<file path="src/rtl/uart_mmio.sv">
// uart_mmio: memory-mapped 8N1 UART slave on the PicoRV32 native bus.
// Define UART_IRQ_EN to add the irq output and the IRQ_EN register at 0x10.
module uart_mmio #(
    parameter int DEFAULT_DIV = 434,
    parameter int DIV_W       = 16
) (
    input  logic        clk,
    input  logic        rst,
    input  logic        mem_valid,
    output logic        mem_ready,
    input  logic [31:0] mem_addr,
    input  logic [31:0] mem_wdata,
    input  logic [3:0]  mem_wstrb,
    output logic [31:0] mem_rdata,
    output logic        uart_txd,
    input  logic        uart_rxd
`ifdef UART_IRQ_EN
    ,
    output logic        irq
`endif
);
    typedef enum logic [1:0] {IDLE, START, DATA, STOP} state_t;

    state_t           tx_st_q, tx_st_d, rx_st_q, rx_st_d;
    logic             ready_q, rx_s1_q, rx_s2_q, txd_q, txd_d;
    logic             rx_valid_q, rx_valid_d, overrun_q, overrun_d, frame_err_q, frame_err_d;
    logic [31:0]      rdata_q, rdata_d, div_wr, wmask, irq_rd;
    logic [DIV_W-1:0] div_q, div_d, tx_div_q, tx_div_d, tx_cnt_q, tx_cnt_d;
    logic [DIV_W-1:0] rx_div_q, rx_div_d, rx_cnt_q, rx_cnt_d;
    logic [2:0]       sel, tx_bit_q, tx_bit_d, rx_bit_q, rx_bit_d;
    logic [7:0]       tx_sh_q, tx_sh_d, rx_sh_q, rx_sh_d, rx_byte_q, rx_byte_d;
    logic             wr, tx_wr, acc, rd_rx, st_wr, tx_busy, tx_last, rx_last, rx_load, rx_bad;
    logic             unused_ok;

`ifdef UART_IRQ_EN
    logic [1:0] irq_en_q, irq_en_d;
    logic       irq_q;
    assign sel      = mem_addr[4:2];
    assign irq_rd   = {30'b0, irq_en_q};
    assign irq_en_d = (acc && mem_wstrb[0] && sel == 3'd4) ? mem_wdata[1:0] : irq_en_q;
    assign irq      = irq_q;
    always_ff @(posedge clk) begin
        if (rst) begin
            irq_en_q <= 2'b0;
            irq_q    <= 1'b0;
        end else begin
            irq_en_q <= irq_en_d;
            irq_q    <= (irq_en_q[0] & rx_valid_q) | (irq_en_q[1] & ~tx_busy);
        end
    end
`else
    assign sel    = {1'b0, mem_addr[3:2]};
    assign irq_rd = '0;
`endif

    // A TXDATA write while the transmitter is busy is held off, not dropped.
    assign tx_busy = tx_st_q != IDLE;
    assign wr      = |mem_wstrb;
    assign tx_wr   = mem_wstrb[0] && sel == 3'd0;
    assign acc     = mem_valid && !ready_q && !(tx_wr && tx_busy);
    assign rd_rx   = acc && !wr && sel == 3'd1;
    assign st_wr   = acc && mem_wstrb[0] && sel == 3'd2;
    assign wmask   = {{8{mem_wstrb[3]}}, {8{mem_wstrb[2]}}, {8{mem_wstrb[1]}}, {8{mem_wstrb[0]}}};
    assign div_wr  = (mem_wdata & wmask) | (32'(div_q) & ~wmask);
    assign div_d   = (acc && wr && sel == 3'd3)
                   ? (div_wr[DIV_W-1:0] < DIV_W'(2) ? DIV_W'(2) : div_wr[DIV_W-1:0]) : div_q;
    assign rdata_d = (!acc || wr) ? '0
                   : sel == 3'd1 ? {24'b0, rx_byte_q}
                   : sel == 3'd2 ? {28'b0, frame_err_q, overrun_q, rx_valid_q, tx_busy}
                   : sel == 3'd3 ? 32'(div_q)
                   : sel == 3'd4 ? irq_rd : '0;
    assign tx_last     = tx_cnt_q == tx_div_q - DIV_W'(1);
    assign rx_last     = rx_cnt_q == rx_div_q - DIV_W'(1);
    assign rx_byte_d   = rx_load ? rx_sh_q : rx_byte_q;
    // A read racing a load returns the old byte and consumes it, so no overrun.
    assign rx_valid_d  = rx_load || (rx_valid_q && !rd_rx);
    assign overrun_d   = (rx_load && rx_valid_q && !rd_rx) || (overrun_q && !(st_wr && mem_wdata[2]));
    assign frame_err_d = rx_bad || (frame_err_q && !(st_wr && mem_wdata[3]));
    assign mem_ready   = ready_q;
    assign mem_rdata   = rdata_q;
    assign uart_txd    = txd_q;
    assign unused_ok   = ^{mem_addr, mem_wdata, div_wr};

    always_comb begin
        tx_st_d  = tx_st_q;
        tx_div_d = tx_div_q;
        tx_cnt_d = (tx_st_q == IDLE || tx_last) ? '0 : tx_cnt_q + DIV_W'(1);
        tx_bit_d = tx_bit_q;
        tx_sh_d  = tx_sh_q;
        txd_d    = txd_q;
        case (tx_st_q)
            IDLE: if (acc && tx_wr) begin
                tx_st_d  = START;
                tx_div_d = div_q;
                tx_sh_d  = mem_wdata[7:0];
                txd_d    = 1'b0;
            end
            START: if (tx_last) begin
                tx_st_d  = DATA;
                tx_bit_d = '0;
                txd_d    = tx_sh_q[0];
            end
            DATA: if (tx_last) begin
                tx_st_d  = tx_bit_q == 3'd7 ? STOP : DATA;
                tx_bit_d = tx_bit_q + 3'd1;
                tx_sh_d  = tx_sh_q >> 1;
                txd_d    = tx_bit_q == 3'd7 ? 1'b1 : tx_sh_q[1];
            end
            default: if (tx_last) tx_st_d = IDLE;
        endcase
    end

    always_comb begin
        rx_st_d  = rx_st_q;
        rx_div_d = rx_div_q;
        rx_cnt_d = rx_st_q == IDLE ? '0 : rx_cnt_q + DIV_W'(1);
        rx_bit_d = rx_bit_q;
        rx_sh_d  = rx_sh_q;
        rx_load  = 1'b0;
        rx_bad   = 1'b0;
        case (rx_st_q)
            IDLE: if (!rx_s2_q) begin
                rx_st_d  = START;
                rx_div_d = div_q;
            end
            START: if (rx_cnt_q == rx_div_q >> 1) begin
                rx_st_d  = rx_s2_q ? IDLE : DATA;
                rx_cnt_d = '0;
                rx_bit_d = '0;
            end
            DATA: if (rx_last) begin
                rx_st_d  = rx_bit_q == 3'd7 ? STOP : DATA;
                rx_cnt_d = '0;
                rx_bit_d = rx_bit_q + 3'd1;
                rx_sh_d  = {rx_s2_q, rx_sh_q[7:1]};
            end
            default: if (rx_last) begin
                rx_st_d = IDLE;
                rx_load = rx_s2_q;
                rx_bad  = !rx_s2_q;
            end
        endcase
    end

    always_ff @(posedge clk) begin
        if (rst) begin
            ready_q     <= 1'b0;
            rdata_q     <= '0;
            div_q       <= DIV_W'(DEFAULT_DIV);
            tx_st_q     <= IDLE;
            tx_div_q    <= DIV_W'(DEFAULT_DIV);
            tx_cnt_q    <= '0;
            tx_bit_q    <= '0;
            tx_sh_q     <= '0;
            txd_q       <= 1'b1;
            rx_s1_q     <= 1'b1;
            rx_s2_q     <= 1'b1;
            rx_st_q     <= IDLE;
            rx_div_q    <= DIV_W'(DEFAULT_DIV);
            rx_cnt_q    <= '0;
            rx_bit_q    <= '0;
            rx_sh_q     <= '0;
            rx_byte_q   <= '0;
            rx_valid_q  <= 1'b0;
            overrun_q   <= 1'b0;
            frame_err_q <= 1'b0;
        end else begin
            ready_q     <= acc;
            rdata_q     <= rdata_d;
            div_q       <= div_d;
            tx_st_q     <= tx_st_d;
            tx_div_q    <= tx_div_d;
            tx_cnt_q    <= tx_cnt_d;
            tx_bit_q    <= tx_bit_d;
            tx_sh_q     <= tx_sh_d;
            txd_q       <= txd_d;
            rx_s1_q     <= uart_rxd;
            rx_s2_q     <= rx_s1_q;
            rx_st_q     <= rx_st_d;
            rx_div_q    <= rx_div_d;
            rx_cnt_q    <= rx_cnt_d;
            rx_bit_q    <= rx_bit_d;
            rx_sh_q     <= rx_sh_d;
            rx_byte_q   <= rx_byte_d;
            rx_valid_q  <= rx_valid_d;
            overrun_q   <= overrun_d;
            frame_err_q <= frame_err_d;
        end
    end
endmodule

</file>
<file path="config.mk">
export PLATFORM = sky130hd
export DESIGN_NAME = uart_mmio
export DESIGN_NICKNAME = d
export VERILOG_FILES = /design/src/rtl/uart_mmio.sv
export SDC_FILE = /design/constraint.sdc
export NUM_CORES = 1
export LEC_CHECK = 0
export BUFFER_PORTS_ARGS = -buffer_cell sky130_fd_sc_hd__clkbuf_2
export CAP_MARGIN = 20
export CORE_UTILIZATION = 62
export CTS_CLUSTER_DIAMETER = 40
export DETAILED_ROUTE_END_ITERATION = 10
export GPL_ROUTABILITY_DRIVEN = 0
export PLACE_DENSITY_LB_ADDON = 0.15
export REMOVE_ABC_BUFFERS = 1
export SYNTH_ARGS = -nofsm -noshare
export SYNTH_HDL_FRONTEND = slang
export SYNTH_SLANG_ARGS = --single-unit
</file>
<file path="constraint.sdc">
create_clock -name clk -period 5.5 [get_ports clk]
set_clock_uncertainty 0.15 [all_clocks]
set_input_delay 0.275 -clock clk [delete_from_list [all_inputs] [get_ports clk]]
set_output_delay 0.275 -clock clk [all_outputs]
set_load 0.02 [all_outputs]
</file>
**Yosys cells after proc, flatten, opt, wreduce, memory -nomap -nowiden**

Cells that the tools add are included.

- Register bits: 153
- Output and inout port bits: 34

- Magnitude comparators: 1
- Bitwise operators: 6
- Reductions and logical operators: 56
- Add/subtract/negate cells: 6
- Mux-type cells: 39
- Eq/ne operators: 18

Operator list:

| cell | number |
|---|---|
| $mux 16 | 4 |
| $mux 8 | 5 |
| $add 16x1->16 const B | 2 |
| $and 16x16->16 | 2 |
| $eq 16x16->1 | 2 |
| $pmux 16 s2 | 1 |
| $sub 16x1->16 const B | 2 |
| $logic_and 1x1->1 | 18 |
| $mux 2 | 9 |
| $eq 16x15->1 | 1 |
| $lt 16x2->1 const B | 1 |
| $not 16->16 | 1 |
| $or 16x16->16 | 1 |
| $pmux 8 s2 | 1 |
| $mux 3 | 4 |
| $pmux 2 s3 | 2 |
| $pmux 3 s2 | 2 |
| $reduce_and 4->1 | 3 |
| $mux 1 | 10 |
| $ne 2x2->1 const B | 5 |
| $reduce_bool 2->1 | 5 |
| $reduce_and 3->1 | 3 |
| $eq 2x2->1 const B | 4 |
| $logic_not 1->1 | 8 |
| 15 further kinds | 30 |

**Logic depth before layout (Yosys ltp)**

Gate-level depths: netlist of run 1.

- Depth in word-level cells: 11
- Mapped depth: 13
- Mapped depth without buffers: 9

**Worst setup path after synthesis of run 1**

OpenSTA, ideal clock, no wires.

- Kind: register to register
- From: register rx_div_q[0]
- To: register rx_cnt_q[7]
- Cell stages (with the launch flop): 13
- Clock period less this slack: 3095 ps
- Slack: 2405 ps
- Buffers on the path: 3
- Library setup time: 115 ps
- Arrival time: 2831 ps
- Cell sequence: dfxtp_1 inv_1 ha_1 clkbuf_2 o21ba_2 a221oi_1 a41oi_1 or4b_1 buf_2 or3_1 o211ai_2 buf_4 nor2_1

- Cells in the longest elaborated chain, start to end: 4

Ends and longest elaborated chain:

| item | line | RTL |
|---|---|---|
| start, declared | 29 | `logic [DIV_W-1:0] rx_div_q, rx_div_d, rx_cnt_q, rx_cnt_d;` |
| start signal, assigned | 159 | `rx_div_q <= DIV_W'(DEFAULT_DIV);` |
| start signal, assigned | 180 | `rx_div_q <= rx_div_d;` |
| $sub 16x1->16 | 73 | `assign rx_last = rx_cnt_q == rx_div_q - DIV_W'(1);` |
| $eq 16x16->1 | 73 |  |
| $mux 16 | 131 | `DATA: if (rx_last) begin` |
| $pmux 16 s2 | 121 | `case (rx_st_q)` |
| end signal, assigned | 181 | `rx_cnt_q <= rx_cnt_d;` |
| end, declared | 29 |  |

Every way passes these cells.
A chain may end at the register's enable or synchronous reset.

**Final worst setup path of run 1**

- From: register rx_div_q[1]
- To: register rx_st_q[0]

- Cells in the longest elaborated chain, start to end: 4

Ends and longest elaborated chain:

| item | line | RTL |
|---|---|---|
| $sub 16x1->16 | 73 |  |
| $eq 16x16->1 | 73 |  |
| $ne 2x2->1 (no line) / $reduce_bool 3->1 (equally long branches) | - |  |
| $reduce_and 4->1 (no line) * | - |  |
| end signal, assigned | 179 | `rx_st_q <= rx_st_d;` |
| end, declared | 24 | `state_t tx_st_q, tx_st_d, rx_st_q, rx_st_d;` |

Every way passes the cells marked *; elsewhere a longest branch is shown, timed or not.

==> results_tabular.tex, run 1 <==
\begin{tabular}{lr}
\hline
Metric & Value \\
\hline
\multicolumn{2}{l}{\textbf{Critical path}} \\
Reg-to-reg slack, setup & 1680 ps \\
CP bufs+invs & 1 \\
Critical Path Sink Type & flip-flop \\
Critical-path maximum fanout & 32 \\
Critical Setup Path Class & reg2reg \\
Type of origin of the critical path & flip-flop \\
Series of cell instances along the critical path & inv\_1 > ha\_1 > or4b\_1 > or4\_1 > nor3\_1 > xnor2\_1 > and4\_1 > a21oi\_1 > mux2\_2 \\
Required time worst endpoint & 5660 ps \\
CP arrival & 3980 ps \\
CP top delay family & simple AND/OR/NAND/NOR gates \\
Critical-path cell with the highest stage delay & sky130\_fd\_sc\_hd\_\_and4\_1 \\
Maximum single-stage delay on the critical path & 930 ps \\
\multicolumn{2}{l}{\textbf{Outcome}} \\
Outcome & completed \\
\multicolumn{2}{l}{\textbf{GRT}} \\
Global-route wire length before repair & 29,500 um \\
Pin count of the biggest net entering global routing & 79 \\
Number of antenna violations at the first check in global routing & 0 \\
GRT Total Usage & 0.2942 \\
Vias in the first global route & 6,267 \\
Total congestion overflow & 0 \\
\multicolumn{2}{l}{\textbf{Detailed routing}} \\
Number of detailed-route iterations in the first pass & 5 \\
Overall via count from detail\_route & 6,475 \\
Number of DRC violations after detailed-routing iteration 0 & 564 \\
Number of remaining DRC errors & 0 \\
Total routed wirelength & 17,540 um \\
Remaining number of nets flagged by the antenna check after routing & 0 \\
Routed wire per std cell & 16.42 um \\
Detail-routed via count per cell & 6.063 \\
\multicolumn{2}{l}{\textbf{Yosys}} \\
Async SR Flop Fraction & 0 \\
Most used DFF post-synth & sky130\_fd\_sc\_hd\_\_dfxtp\_1 \\
Post-Synthesis Cells & 896 \\
Area leader, netlist & sky130\_fd\_sc\_hd\_\_dfxtp\_1 \\
Netlist area before placement & 7326 um2 \\
Number of distinct library cell variants in the gate-level netlist after synthesis & 71 \\
Seq cells post-synth & 137 \\
Number of flops mapped to enable cells by yosys & 0 \\
Synth Area per Inst & 8.176 um2 \\
Proportion of synthesized chip area in sequential cells & 0.3744 \\
Main area contributors after synthesis & sky130\_fd\_sc\_hd\_\_dfxtp\_1, sky130\_fd\_sc\_hd\_\_xnor2\_1, sky130\_fd\_sc\_hd\_\_nand2\_1 \\
Number of warnings issued by yosys & 0 \\
Share of the synthesized area in the top cell type & 0.3744 \\
\multicolumn{2}{l}{\textbf{Floorplan}} \\
Die outline width & 110.7 um \\
Overall die area & 12,250 um2 \\
Placeable core area & 11,470 um2 \\
Die Y & 110.7 um \\
Effective utilization at floorplan & 0.6388 \\
Count of standard-cell rows & 39 \\
Ports placed on the boundary & 106 \\
\multicolumn{2}{l}{\textbf{Timing}} \\
Setup repair after global routing missed its margin & no \\
Final hold violation count & 0 \\
Ratio of final minimum period to clock period & 0.6938 \\
Slew of the pin with the lowest slew margin & 1067 ps \\
Achievable Freq & 0.2620 GHz \\
Final max-slew violation count & 0 \\
Clock period minus final worst setup slack & 3816 ps \\
Post-route setup TNS & 0 ps \\
Relative max-transition margin & 0.2869 \\
Setup violation total in the final timing report & 0 \\
\multicolumn{2}{l}{\textbf{CTS}} \\
Clock tree from TritonCTS & done \\
Clk sink count & 137 \\
Clock buffer count from CTS & 17 \\
Clock insertion delay at the later pin of the skew report & 420 ps \\
Deepest clock path buffer count & 2 \\
Clock tree root buffer cell & sky130\_fd\_sc\_hd\_\_clkbuf\_16 \\
Clock-pin slew on the worst setup and hold paths & 60 ps \\
Maximum level of the CTS H-tree & 4 \\
Post-CTS setup buffer count & 0 \\
\multicolumn{2}{l}{\textbf{Finish}} \\
Highest-count cells in the layout ignoring fill and taps & sky130\_fd\_sc\_hd\_\_dfxtp\_1, sky130\_fd\_sc\_hd\_\_nand2\_1, sky130\_fd\_sc\_hd\_\_nor2\_1 \\
Synth-to-layout area growth & 9.906\% \\
Fraction of layout instances using a drive strength above 1 & 0.1049 \\
Most common library cell in the layout ignoring fill and taps & sky130\_fd\_sc\_hd\_\_dfxtp\_1 \\
End-of-flow core utilization & 0.7021 \\
Total of fill cells in the finished design & 905 \\
Antenna Diode Count & 0 \\
Layout net count & 1,005 \\
\multicolumn{2}{l}{\textbf{Pwr}} \\
Worst IR drop on VDD & 0.2918 mV \\
Standby leakage power & 3.107 nW \\
Power per cell area & 292.7 nW/um2 \\
\multicolumn{2}{l}{\textbf{Placed design}} \\
Number of buffers inserted by port buffering & 43 \\
Post-detail-place hpwl & 11,960 um \\
\multicolumn{2}{l}{\textbf{Flow run}} \\
Number of violations of the max-capacitance limit & 0 \\
\multicolumn{2}{l}{\textbf{Worst hold path}} \\
Class of the worst hold path & in2reg \\
\hline
\end{tabular}
[worst register-to-register path, stage by stage (launching register included)]
cell	delay [ps]
sky130_fd_sc_hd__dfxtp_1	340
sky130_fd_sc_hd__inv_1	90
sky130_fd_sc_hd__ha_1	340
sky130_fd_sc_hd__or4b_1	520
sky130_fd_sc_hd__or4_1	460
sky130_fd_sc_hd__nor3_1	190
sky130_fd_sc_hd__xnor2_1	160
sky130_fd_sc_hd__and4_1	930
sky130_fd_sc_hd__a21oi_1	210
sky130_fd_sc_hd__mux2_2	330
[state kept, by name (all words and copies together) (netlist names)]
signal,count
mem_ready,1
tx_sh_q,8
tx_cnt_q,16
rx_bit_q,3
rx_byte_q,8
tx_div_q,16
tx_st_q,2
rx_valid_q,1
frame_err_q,1
rx_cnt_q,16
mem_rdata,16
div_q,16
rx_sh_q,8
rx_s2_q,1
rx_st_q,2
rx_div_q,16
tx_bit_q,3
overrun_q,1
uart_txd,1
rx_s1_q,1
[stage by stage]
stage / hold slack, ps / total power [mW] / area (um2) / setup slack [ps] / instances
floorplan: 194.1 / 1.262 / 7004 / 2185 / 837
global placement: 247.5 / 1.332 / 7413 / 1776 / 1025
detailed placement: 247.2 / 1.346 / 7413 / 1645 / 1025
CTS: 2.502 / 2.357 / 8046 / 1620 / 1067
global route: 33.56 / 2.442 / 8051 / 1412 / 1068
finish: 20.39 / 2.357 / 8051 / 1684 / 1068
[layout make-up]
type	count	area [um2]	area share
multi-input combinational	676	4172	0.5181
sequential	137	2743	0.3406
clock buffer	21	450.4	0.05594
timing repair buffer	57	345.3	0.04289
tap	143	178.9	0.02222
inverter	24	90.09	0.01119
clock inverter	10	72.57	0.009013
[synthesized netlist by cell type (4+ instances only)]
cell type and count:
sky130_fd_sc_hd__o211a_1 8, sky130_fd_sc_hd__inv_1 23, sky130_fd_sc_hd__nand2_1 105, sky130_fd_sc_hd__o21ai_0 17, sky130_fd_sc_hd__and4_1 5, sky130_fd_sc_hd__clkbuf_1 43, sky130_fd_sc_hd__o211ai_1 9, sky130_fd_sc_hd__a21bo_2 8
sky130_fd_sc_hd__or4_1 7, sky130_fd_sc_hd__ha_1 20, sky130_fd_sc_hd__mux2i_1 20, sky130_fd_sc_hd__nor3_1 18, sky130_fd_sc_hd__xnor2_1 47, sky130_fd_sc_hd__nor3b_1 4, sky130_fd_sc_hd__and2_1 12, sky130_fd_sc_hd__nand4_1 22
sky130_fd_sc_hd__a21oi_1 69, sky130_fd_sc_hd__and3_1 10, sky130_fd_sc_hd__buf_1 4, sky130_fd_sc_hd__nor4_1 13, sky130_fd_sc_hd__nor2b_1 5, sky130_fd_sc_hd__nand4b_1 11, sky130_fd_sc_hd__dfxtp_1 137, sky130_fd_sc_hd__nand3_1 46
sky130_fd_sc_hd__a211oi_1 5, sky130_fd_sc_hd__xor2_1 34, sky130_fd_sc_hd__or3_1 6, sky130_fd_sc_hd__nor2_1 101, sky130_fd_sc_hd__or2_2 5, sky130_fd_sc_hd__buf_4 19
[timing repair]
| item | in CTS | in global routing |
|---|---|---|
| hold buffers | 11 | 0 |
| hold endpoints to repair | 12 | 0 |
| resized for setup | 0 | 0 |
[routing by layer]
metal	wire (um)	share of wire	vias to the layer above	track usage
li1	-	-	3122	-
met1	7776	0.44	3062	0.3771
met2	8317	0.47	255	0.4816
met3	1069	0.061	36	0.06780
met4	376	0.021	0	0.1120
met5	0	0	-	0
[worst paths after layout]
check                      startpoint                       to  cells past startpoint
min                     mem_wdata[12]   div_q[12]$_SDFFE_PP0P_                      3
max          rx_div_q[1]$_SDFFE_PP1P_  rx_st_q[0]$_SDFFE_PP0P_                      9
min reg2reg        rx_s1_q$_SDFF_PP1_       rx_s2_q$_SDFF_PP1_                      1
max reg2reg  rx_div_q[1]$_SDFFE_PP1P_  rx_st_q[0]$_SDFFE_PP0P_                      9
[power by group]
group / switching [mW] / internal, mW / total [mW]
registers: 0.0328 / 1.02 / 1.05
logic: 0.185 / 0.101 / 0.286
clock network: 0.434 / 0.584 / 1.02
total: 0.652 / 1.70 / 2.36
[cell families after synthesis]
family / synth area share
AOI/OAI and AO/OA: 0.1356
buffers and inverters: 0.06387
and+or+nand+nor: 0.2627
muxes: 0.02886
adders and majority gates: 0.03416
DFF: 0.3744
xor gates and xnor gates: 0.09991
other: 0.0005119
Note: power is estimated with default switching activity, not from simulation.
==> run 2: changes to the inputs <==
--- a/config.mk
+++ b/config.mk
@@ -7,7 +7,7 @@
 export LEC_CHECK = 0
 export BUFFER_PORTS_ARGS = -buffer_cell sky130_fd_sc_hd__clkbuf_2
 export CAP_MARGIN = 20
-export CORE_UTILIZATION = 62
+export CORE_UTILIZATION = 58
 export CTS_CLUSTER_DIAMETER = 40
 export DETAILED_ROUTE_END_ITERATION = 10
 export GPL_ROUTABILITY_DRIVEN = 0
==> constraint.sdc (replaced) <==
create_clock -name clk -period 3.7 [get_ports clk]
set_clock_uncertainty 0.15 [all_clocks]
set_input_delay 0.185 -clock clk [delete_from_list [all_inputs] [get_ports clk]]
set_output_delay 0.185 -clock clk [all_outputs]
set_load 0.02 [all_outputs]
==> results_tabular.tex, run 2 (synthesis gave the netlist of run 1 again) <==
\begin{tabular}{lr}
\hline
Metric & Value \\
\hline
\multicolumn{2}{l}{\textbf{Placed design}} \\
Number of buffers inserted by port buffering & 43 (unchanged) \\
Post-detail-place hpwl & 11,780 um (-1.5\%) \\
\multicolumn{2}{l}{\textbf{Finish}} \\
Fraction of layout instances using a drive strength above 1 & 0.1099 (+0.005060) \\
Antenna Diode Count & 0 (unchanged) \\
Layout net count & 1,017 (+1.2\%) \\
Most common library cell in the layout ignoring fill and taps & sky130\_fd\_sc\_hd\_\_dfxtp\_1 \\
Total of fill cells in the finished design & 984 (+8.7\%) \\
Highest-count cells in the layout ignoring fill and taps & sky130\_fd\_sc\_hd\_\_dfxtp\_1, sky130\_fd\_sc\_hd\_\_nand2\_1, sky130\_fd\_sc\_hd\_\_nor2\_1 \\
End-of-flow core utilization & 0.6849 (-0.01725) \\
Synth-to-layout area growth & 13.70\% \\
\multicolumn{2}{l}{\textbf{Timing}} \\
Setup repair after global routing missed its margin & no \\
Relative max-transition margin & 0.3123 (+0.02535) \\
Slew of the pin with the lowest slew margin & 1030 ps (-37.94 ps) \\
Ratio of final minimum period to clock period & 0.9484 (+0.2546) \\
Final hold violation count & 0 (unchanged) \\
Worst hold-check slack & 31.82 ps (+11.43 ps) \\
Setup violation total in the final timing report & 0 (unchanged) \\
Final max-slew violation count & 0 (unchanged) \\
Post-route setup TNS & 0 ps (unchanged) \\
Clock period minus final worst setup slack & 3509 ps (-307.1 ps) \\
Achievable Freq & 0.2850 GHz (+8.8\%) \\
\multicolumn{2}{l}{\textbf{Detailed routing}} \\
Detail-routed via count per cell & 5.764 (-4.9\%) \\
Number of remaining DRC errors & 0 (unchanged) \\
Number of detailed-route iterations in the first pass & 5 (unchanged) \\
Total routed wirelength & 16,780 um (-4.4\%) \\
Remaining number of nets flagged by the antenna check after routing & 0 (unchanged) \\
Routed wire per std cell & 15.18 um (-7.6\%) \\
Number of DRC violations after detailed-routing iteration 0 & 445 (-21\%) \\
Overall via count from detail\_route & 6,369 (-1.6\%) \\
\multicolumn{2}{l}{\textbf{Floorplan}} \\
Overall die area & 13,080 um2 (+6.8\%) \\
Die outline width & 114.4 um (+3.3\%) \\
Placeable core area & 12,160 um2 (+6.1\%) \\
Die Y & 114.4 um (+3.3\%) \\
Effective utilization at floorplan & 0.6024 (-0.03648) \\
Count of standard-cell rows & 40 (+2.6\%) \\
Ports placed on the boundary & 106 (unchanged) \\
\multicolumn{2}{l}{\textbf{GRT}} \\
Vias in the first global route & 6,025 (-3.9\%) \\
Pin count of the biggest net entering global routing & 79 (unchanged) \\
GRT Total Usage & 0.2741 (-0.02008) \\
Global-route wire length before repair & 28,540 um (-3.3\%) \\
Total congestion overflow & 0 (unchanged) \\
Number of antenna violations at the first check in global routing & 0 (unchanged) \\
\multicolumn{2}{l}{\textbf{CTS}} \\
Clock tree root buffer cell & sky130\_fd\_sc\_hd\_\_clkbuf\_16 \\
Clock insertion delay at the later pin of the skew report & 420 ps (about the same) \\
Clock buffer count from CTS & 17 (unchanged) \\
Clock-pin slew on the worst setup and hold paths & 50 ps (about the same) \\
Post-CTS setup buffer count & 0 (unchanged) \\
Deepest clock path buffer count & 2 (unchanged) \\
Clock tree from TritonCTS & done \\
Clk sink count & 137 (unchanged) \\
Maximum level of the CTS H-tree & 4 (unchanged) \\
\multicolumn{2}{l}{\textbf{Worst hold path}} \\
Class of the worst hold path & in2reg \\
\multicolumn{2}{l}{\textbf{Critical path}} \\
Required time worst endpoint & 3850 ps (-1810 ps) \\
CP arrival & 3660 ps (-320 ps) \\
Type of origin of the critical path & flip-flop \\
Critical-path maximum fanout & 8 (-75\%) \\
Critical Setup Path Class & reg2reg \\
Critical Path Sink Type & flip-flop \\
\multicolumn{2}{l}{\textbf{Pwr}} \\
Power per cell area & 461.5 nW/um2 (+58\%) \\
Standby leakage power & 3.242 nW (+4.3\%) \\
Worst IR drop on VDD & 0.2774 mV (-4.9\%) \\
\multicolumn{2}{l}{\textbf{Flow run}} \\
Number of violations of the max-capacitance limit & 0 (unchanged) \\
\multicolumn{2}{l}{\textbf{Outcome}} \\
Outcome & completed \\
\hline
\end{tabular}
## run 2: cell types whose count changed in the layout (fill, tap and decap cells not counted), sizes merged
cell	before	now
clkinvlp	6	0
clkinv	4	3
dlygate4sd3	11	16
inv	24	23
bufinv	0	5
clkbuf	64	67
buf	3	10
## run 2: cell type report
type | count | area (um2) | share of cell area
tap | 168 | 210.2 | 0.02524
clock buffer | 24 | 481.7 | 0.05783
sequential | 137 | 2743 | 0.3293
inverter | 24 | 90.09 | 0.01082
multi-input combinational | 676 | 4178 | 0.5016
clock inverter | 7 | 163.9 | 0.01968
timing repair buffer | 69 | 462.9 | 0.05558
## run 2: report_power, final
group,switching [mW],internal [mW]
Sequential,0.0476,1.52
Clock,0.608,1.25
Combinational,0.270,0.156
## run 2: final timing paths
path                             endpoint  slack [ps]  cells after the start                     start
hold reg to reg        rx_s2_q$_SDFF_PP1_         260                      1        rx_s1_q$_SDFF_PP1_
hold / removal      div_q[1]$_SDFFE_PP1P_          30                      4              mem_wdata[1]
setup reg to reg  rx_st_q[0]$_SDFFE_PP0P_         190                      9  rx_div_q[1]$_SDFFE_PP1P_
setup / recovery  rx_st_q[0]$_SDFFE_PP0P_         190                      9  rx_div_q[1]$_SDFFE_PP1P_
## run 2: per-layer routing
layer | track usage | part of all wire
met4 | 0.09784 | 0.018
met5 | 0 | 0
met2 | 0.4469 | 0.47
met3 | 0.05347 | 0.054
met1 | 0.3621 | 0.46
## run 2: critical path, cell delays in order, from the launching register on
cell and delay (ps):
sky130_fd_sc_hd__dfxtp_1 340, sky130_fd_sc_hd__inv_1 90, sky130_fd_sc_hd__ha_1 330, sky130_fd_sc_hd__or4b_1 540, sky130_fd_sc_hd__or4_1 460, sky130_fd_sc_hd__nor4_1 490
sky130_fd_sc_hd__or4b_1 350, sky130_fd_sc_hd__nor3_1 90, sky130_fd_sc_hd__a21oi_1 210, sky130_fd_sc_hd__mux2_2 350
## run 2: repair_timing
| action | in CTS | in global routing |
|---|---|---|
| setup endpoints to repair | 0 | 10 |
| resized for setup | 0 | 1 |
| hold buffers | 16 | 0 |
| hold endpoints to repair | 17 | 0 |
## run 2: through the flow
stage                     area (um2)  power [mW]  setup slack (ps)  instances
after detailed placement        7517       2.000             182.9       1058
after CTS                       8323       3.859             148.3       1105
after floorplan                 7004       1.875             385.0        837
final                           8329       3.844             191.0       1105
after global placement          7517       1.985             298.8       1058
after global routing            8329       3.986             8.124       1105
==> run 3: changes to the inputs <==
--- a/config.mk
+++ b/config.mk
@@ -5,9 +5,10 @@
 export SDC_FILE = /design/constraint.sdc
 export NUM_CORES = 1
 export LEC_CHECK = 0
+export ABC_AREA = 1
 export BUFFER_PORTS_ARGS = -buffer_cell sky130_fd_sc_hd__clkbuf_2
 export CAP_MARGIN = 20
-export CORE_UTILIZATION = 58
+export CORE_UTILIZATION = 62
 export CTS_CLUSTER_DIAMETER = 40
 export DETAILED_ROUTE_END_ITERATION = 10
 export GPL_ROUTABILITY_DRIVEN = 0
==> constraint.sdc (replaced) <==
create_clock -name clk -period 4.3 [get_ports clk]
set_clock_uncertainty 0.15 [all_clocks]
set_input_delay 0.215 -clock clk [delete_from_list [all_inputs] [get_ports clk]]
set_output_delay 0.215 -clock clk [all_outputs]
set_load 0.02 [all_outputs]
==> results_tabular.tex, run 3 <==
\begin{tabular}{lr}
\hline
Metric & Value \\
\hline
\multicolumn{2}{l}{\textbf{Finish}} \\
Highest-count cells in the layout ignoring fill and taps & sky130\_fd\_sc\_hd\_\_nand2\_1, sky130\_fd\_sc\_hd\_\_nor2\_1, sky130\_fd\_sc\_hd\_\_dfxtp\_1 \\
Layout Cell Area excl Fill & 8202 um2 (-1.5\%) \\
Antenna Diode Count & 0 (unchanged) \\
Synth-to-layout area growth & 11.80\% \\
Layout net count & 1,214 (+19\%) \\
Most common library cell in the layout ignoring fill and taps & sky130\_fd\_sc\_hd\_\_nand2\_1 \\
Fraction of layout instances using a drive strength above 1 & 0.09083 (-0.01910) \\
End-of-flow core utilization & 0.7152 (+0.03034) \\
Number of cells in the finished layout apart from fillers & 1,277 (+16\%) \\
\multicolumn{2}{l}{\textbf{Timing}} \\
Final max-slew violation count & 0 (unchanged) \\
Final hold violation count & 0 (unchanged) \\
Achievable Freq & 0.3799 GHz (+33\%) \\
Slew of the pin with the lowest slew margin & 868.5 ps (-161.0 ps) \\
Relative max-transition margin & 0.4203 (+0.1081) \\
Post-route setup TNS & 0 ps (unchanged) \\
Ratio of final minimum period to clock period & 0.6121 (-0.3362) \\
Setup violation total in the final timing report & 0 (unchanged) \\
Clock period minus final worst setup slack & 2632 ps (-876.8 ps) \\
Setup repair after global routing missed its margin & no \\
\multicolumn{2}{l}{\textbf{Floorplan}} \\
Placeable core area & 11,470 um2 (-5.7\%) \\
Ports placed on the boundary & 106 (unchanged) \\
Die outline width & 110.8 um (-3.2\%) \\
Count of standard-cell rows & 39 (-2.5\%) \\
Overall die area & 12,270 um2 (-6.2\%) \\
Effective utilization at floorplan & 0.6397 (+0.03735) \\
Die Y & 110.8 um (-3.2\%) \\
\multicolumn{2}{l}{\textbf{Yosys}} \\
Number of distinct library cell variants in the gate-level netlist after synthesis & 47 (-34\%) \\
Proportion of synthesized chip area in sequential cells & 0.3739 (-0.0005108) \\
Number of flops mapped to enable cells by yosys & 0 (unchanged) \\
Seq cells post-synth & 137 (unchanged) \\
Cell types with the highest counts after synthesis & sky130\_fd\_sc\_hd\_\_nand2\_1, sky130\_fd\_sc\_hd\_\_nor2\_1, sky130\_fd\_sc\_hd\_\_dfxtp\_1, sky130\_fd\_sc\_hd\_\_inv\_1, sky130\_fd\_sc\_hd\_\_nand3\_1 \\
Number of warnings issued by yosys & 0 (unchanged) \\
Main area contributors after synthesis & sky130\_fd\_sc\_hd\_\_dfxtp\_1, sky130\_fd\_sc\_hd\_\_nand2\_1, sky130\_fd\_sc\_hd\_\_nor2\_1 \\
Most used DFF post-synth & sky130\_fd\_sc\_hd\_\_dfxtp\_1 \\
Area leader, netlist & sky130\_fd\_sc\_hd\_\_dfxtp\_1 \\
Share of the synthesized area in the top cell type & 0.3739 (-0.0005108) \\
Synth Area per Inst & 6.774 um2 (-17\%) \\
Netlist area before placement & 7336 um2 (+0.14\%) \\
Cell with the most instances after synthesis & sky130\_fd\_sc\_hd\_\_nand2\_1 \\
Post-Synthesis Cells & 1,083 (+21\%) \\
Async SR Flop Fraction & 0 (unchanged) \\
\multicolumn{2}{l}{\textbf{Pwr}} \\
Standby leakage power & 3.547 nW (+9.4\%) \\
Power per cell area & 388.0 nW/um2 (-16\%) \\
Worst IR drop on VDD & 0.4847 mV (+75\%) \\
\multicolumn{2}{l}{\textbf{Flow run}} \\
Number of violations of the max-capacitance limit & 0 (unchanged) \\
\multicolumn{2}{l}{\textbf{Critical path}} \\
R2R Path Start & rx\_div\_q[0]\$\_SDFFE\_PP0P\_ \\
Critical Setup Path Class & reg2reg \\
Critical-path cell with the highest stage delay & sky130\_fd\_sc\_hd\_\_nor3\_4 \\
Cell type with the highest occurrence count on the critical path & sky130\_fd\_sc\_hd\_\_nand2\_1 \\
Critical Path Sink Type & flip-flop \\
CP arrival & 2780 ps (-880 ps) \\
Required time worst endpoint & 4450 ps (+600 ps) \\
Logic depth of the worst register-to-register path & 15 (+6) \\
Series of cell instances along the critical path & inv\_1 > ha\_1 > nand2\_1 > nor2\_1 > nand3\_1 > nand2\_1 > nand2\_1 > inv\_1 > nand2\_1 > nor2\_1 > nand2\_2 > nor3\_4 > inv\_2 > nand2\_1 > a21oi\_1 \\
Critical-path maximum fanout & 10 (+2) \\
Type of origin of the critical path & flip-flop \\
Maximum single-stage delay on the critical path & 360 ps (-180 ps) \\
Critical Path Start & rx\_div\_q[0]\$\_SDFFE\_PP0P\_ \\
Reg-to-reg slack, setup & 1670 ps (+1480 ps) \\
Worst flop-to-flop path endpoint & rx\_byte\_q[4]\$\_SDFFE\_PP0P\_ \\
\multicolumn{2}{l}{\textbf{Placed design}} \\
Number of buffers inserted by port buffering & 43 (unchanged) \\
Placed Instances & 1,238 (+17\%) \\
Instance area after placement & 7560 um2 (+0.57\%) \\
Post-detail-place hpwl & 11,820 um (+0.31\%) \\
\multicolumn{2}{l}{\textbf{Detailed routing}} \\
Overall via count from detail\_route & 6,780 (+6.5\%) \\
Detail-routed via count per cell & 5.309 (-7.9\%) \\
Total routed wirelength & 16,350 um (-2.6\%) \\
Routed wire per std cell & 12.80 um (-16\%) \\
Number of remaining DRC errors & 0 (unchanged) \\
Number of detailed-route iterations in the first pass & 5 (unchanged) \\
Number of DRC violations after detailed-routing iteration 0 & 367 (-18\%) \\
Remaining number of nets flagged by the antenna check after routing & 0 (unchanged) \\
\multicolumn{2}{l}{\textbf{GRT}} \\
Number of antenna violations at the first check in global routing & 0 (unchanged) \\
GRT Total Usage & 0.2761 (+0.001976) \\
Pin count of the biggest net entering global routing & 33 (-58\%) \\
Vias in the first global route & 6,143 (+2.0\%) \\
Total congestion overflow & 0 (unchanged) \\
Global-route wire length before repair & 27,630 um (-3.2\%) \\
\multicolumn{2}{l}{\textbf{CTS}} \\
Hold-fix buffers, CTS & 8 (-8) \\
Clk sink count & 137 (unchanged) \\
Clock-pin slew on the worst setup and hold paths & 60 ps (about the same) \\
Number of cells upsized or downsized after cts & 0 (unchanged) \\
Post-CTS setup buffer count & 0 (unchanged) \\
Clock tree from TritonCTS & done \\
Clock insertion delay at the later pin of the skew report & 420 ps (about the same) \\
Clock buffer count from CTS & 17 (unchanged) \\
Clock tree root buffer cell & sky130\_fd\_sc\_hd\_\_clkbuf\_16 \\
Maximum level of the CTS H-tree & 4 (unchanged) \\
Deepest clock path buffer count & 2 (unchanged) \\
\multicolumn{2}{l}{\textbf{Worst hold path}} \\
Instance count along the most critical hold path & 2 (-2) \\
Capture endpoint of the worst hold path & div\_q[15]\$\_SDFFE\_PP0P\_ \\
Worst hold start & rst \\
Class of the worst hold path & in2reg \\
\multicolumn{2}{l}{\textbf{Outcome}} \\
Outcome & completed \\
\hline
\end{tabular}
[run 3: cell count changes after synthesis, moves of 11 or more]
| cell | delta |
|---|---|
| sky130_fd_sc_hd__nand4b_1 | -11 |
| sky130_fd_sc_hd__nand4_1 | -12 |
| sky130_fd_sc_hd__clkbuf_1 | -12 |
| sky130_fd_sc_hd__nor2_1 | +39 |
| sky130_fd_sc_hd__mux2i_1 | -19 |
| sky130_fd_sc_hd__and2_1 | -11 |
| sky130_fd_sc_hd__inv_1 | +99 |
| sky130_fd_sc_hd__nand2_1 | +156 |
| sky130_fd_sc_hd__xnor2_1 | -28 |
| sky130_fd_sc_hd__nand3_1 | +34 |
| sky130_fd_sc_hd__o21ai_0 | +41 |
[run 3: cells by family (layout without fill, tap and decap cells)]
group | count (synthesis) | count (layout) | share of synthesized area
AND/OR/NAND/NOR | 544 | 544 | 0.3191
AO/OA/AOI/OAI | 157 | 157 | 0.1158
other | 1 | 16 | 0.0005112
buffers and inverters | 177 | 213 | 0.1003
XOR/XNOR | 46 | 46 | 0.05492
multiplexers | 1 | 1 | 0.001365
flip-flops | 137 | 137 | 0.3739
adder cells (fa/ha/maj) | 20 | 20 | 0.03411
[run 3: worst max-delay path by stage]
stage / end / slack [ps] / cells past startpoint
floorplan: tx_sh_q[7]$_SDFFE_PP0P_ / 1650 / 12
global placement: rx_byte_q[1]$_SDFFE_PP0P_ / 1720 / 15
detailed placement: tx_cnt_q[3]$_SDFF_PP0_ / 1670 / 14
CTS: tx_cnt_q[3]$_SDFF_PP0_ / 1660 / 14
global route: tx_cnt_q[3]$_SDFF_PP0_ / 1410 / 14
finish: rx_byte_q[4]$_SDFFE_PP0P_ / 1670 / 15
[run 3: power breakdown]
part	internal (mW)	switching [mW]	leakage [nW]
Sequential	1.33	0.0515	1.11
Clock	0.819	0.567	0.273
Combinational	0.146	0.270	2.16
[run 3: critical path, delay by kind of cell (launching register included)]
| kind | cells | cell delay [ps] |
|---|---|---|
| and+or+nand+nor | 10 | 1370 |
| adders and majority gates | 1 | 230 |
| buffers and inverters | 3 | 330 |
| DFF | 1 | 350 |
| AOI/OAI and AO/OA | 1 | 60 |
[run 3: layout make-up]
class / instances / area (um2)
clock buffers: 20 / 446.7
multi-input cells: 784 / 3914
clock inverters: 11 / 115.1
inverters: 127 / 479.2
fillers: 970 / 3266
well taps: 143 / 178.9
flip-flops and latches: 137 / 2743
repair buffers: 55 / 325.3
[run 3: metal layers]
metal  routed length [um]  GRT usage
met2                 7631     0.4675
met4                  344    0.09689
met3                  774    0.05522
met5                    0          0
met1                 7597     0.3491
[run 3: per-stage QoR]
step | total power, mW | setup slack (ps) | hold WS (ps)
finish | 3.182 | 1668 | 27.82
global route | 3.326 | 1415 | 26.35
CTS | 3.198 | 1663 | 18.88
detailed placement | 1.810 | 1672 | 253.1
global placement | 1.802 | 1724 | 241.3
floorplan | 1.699 | 1653 | 127.4
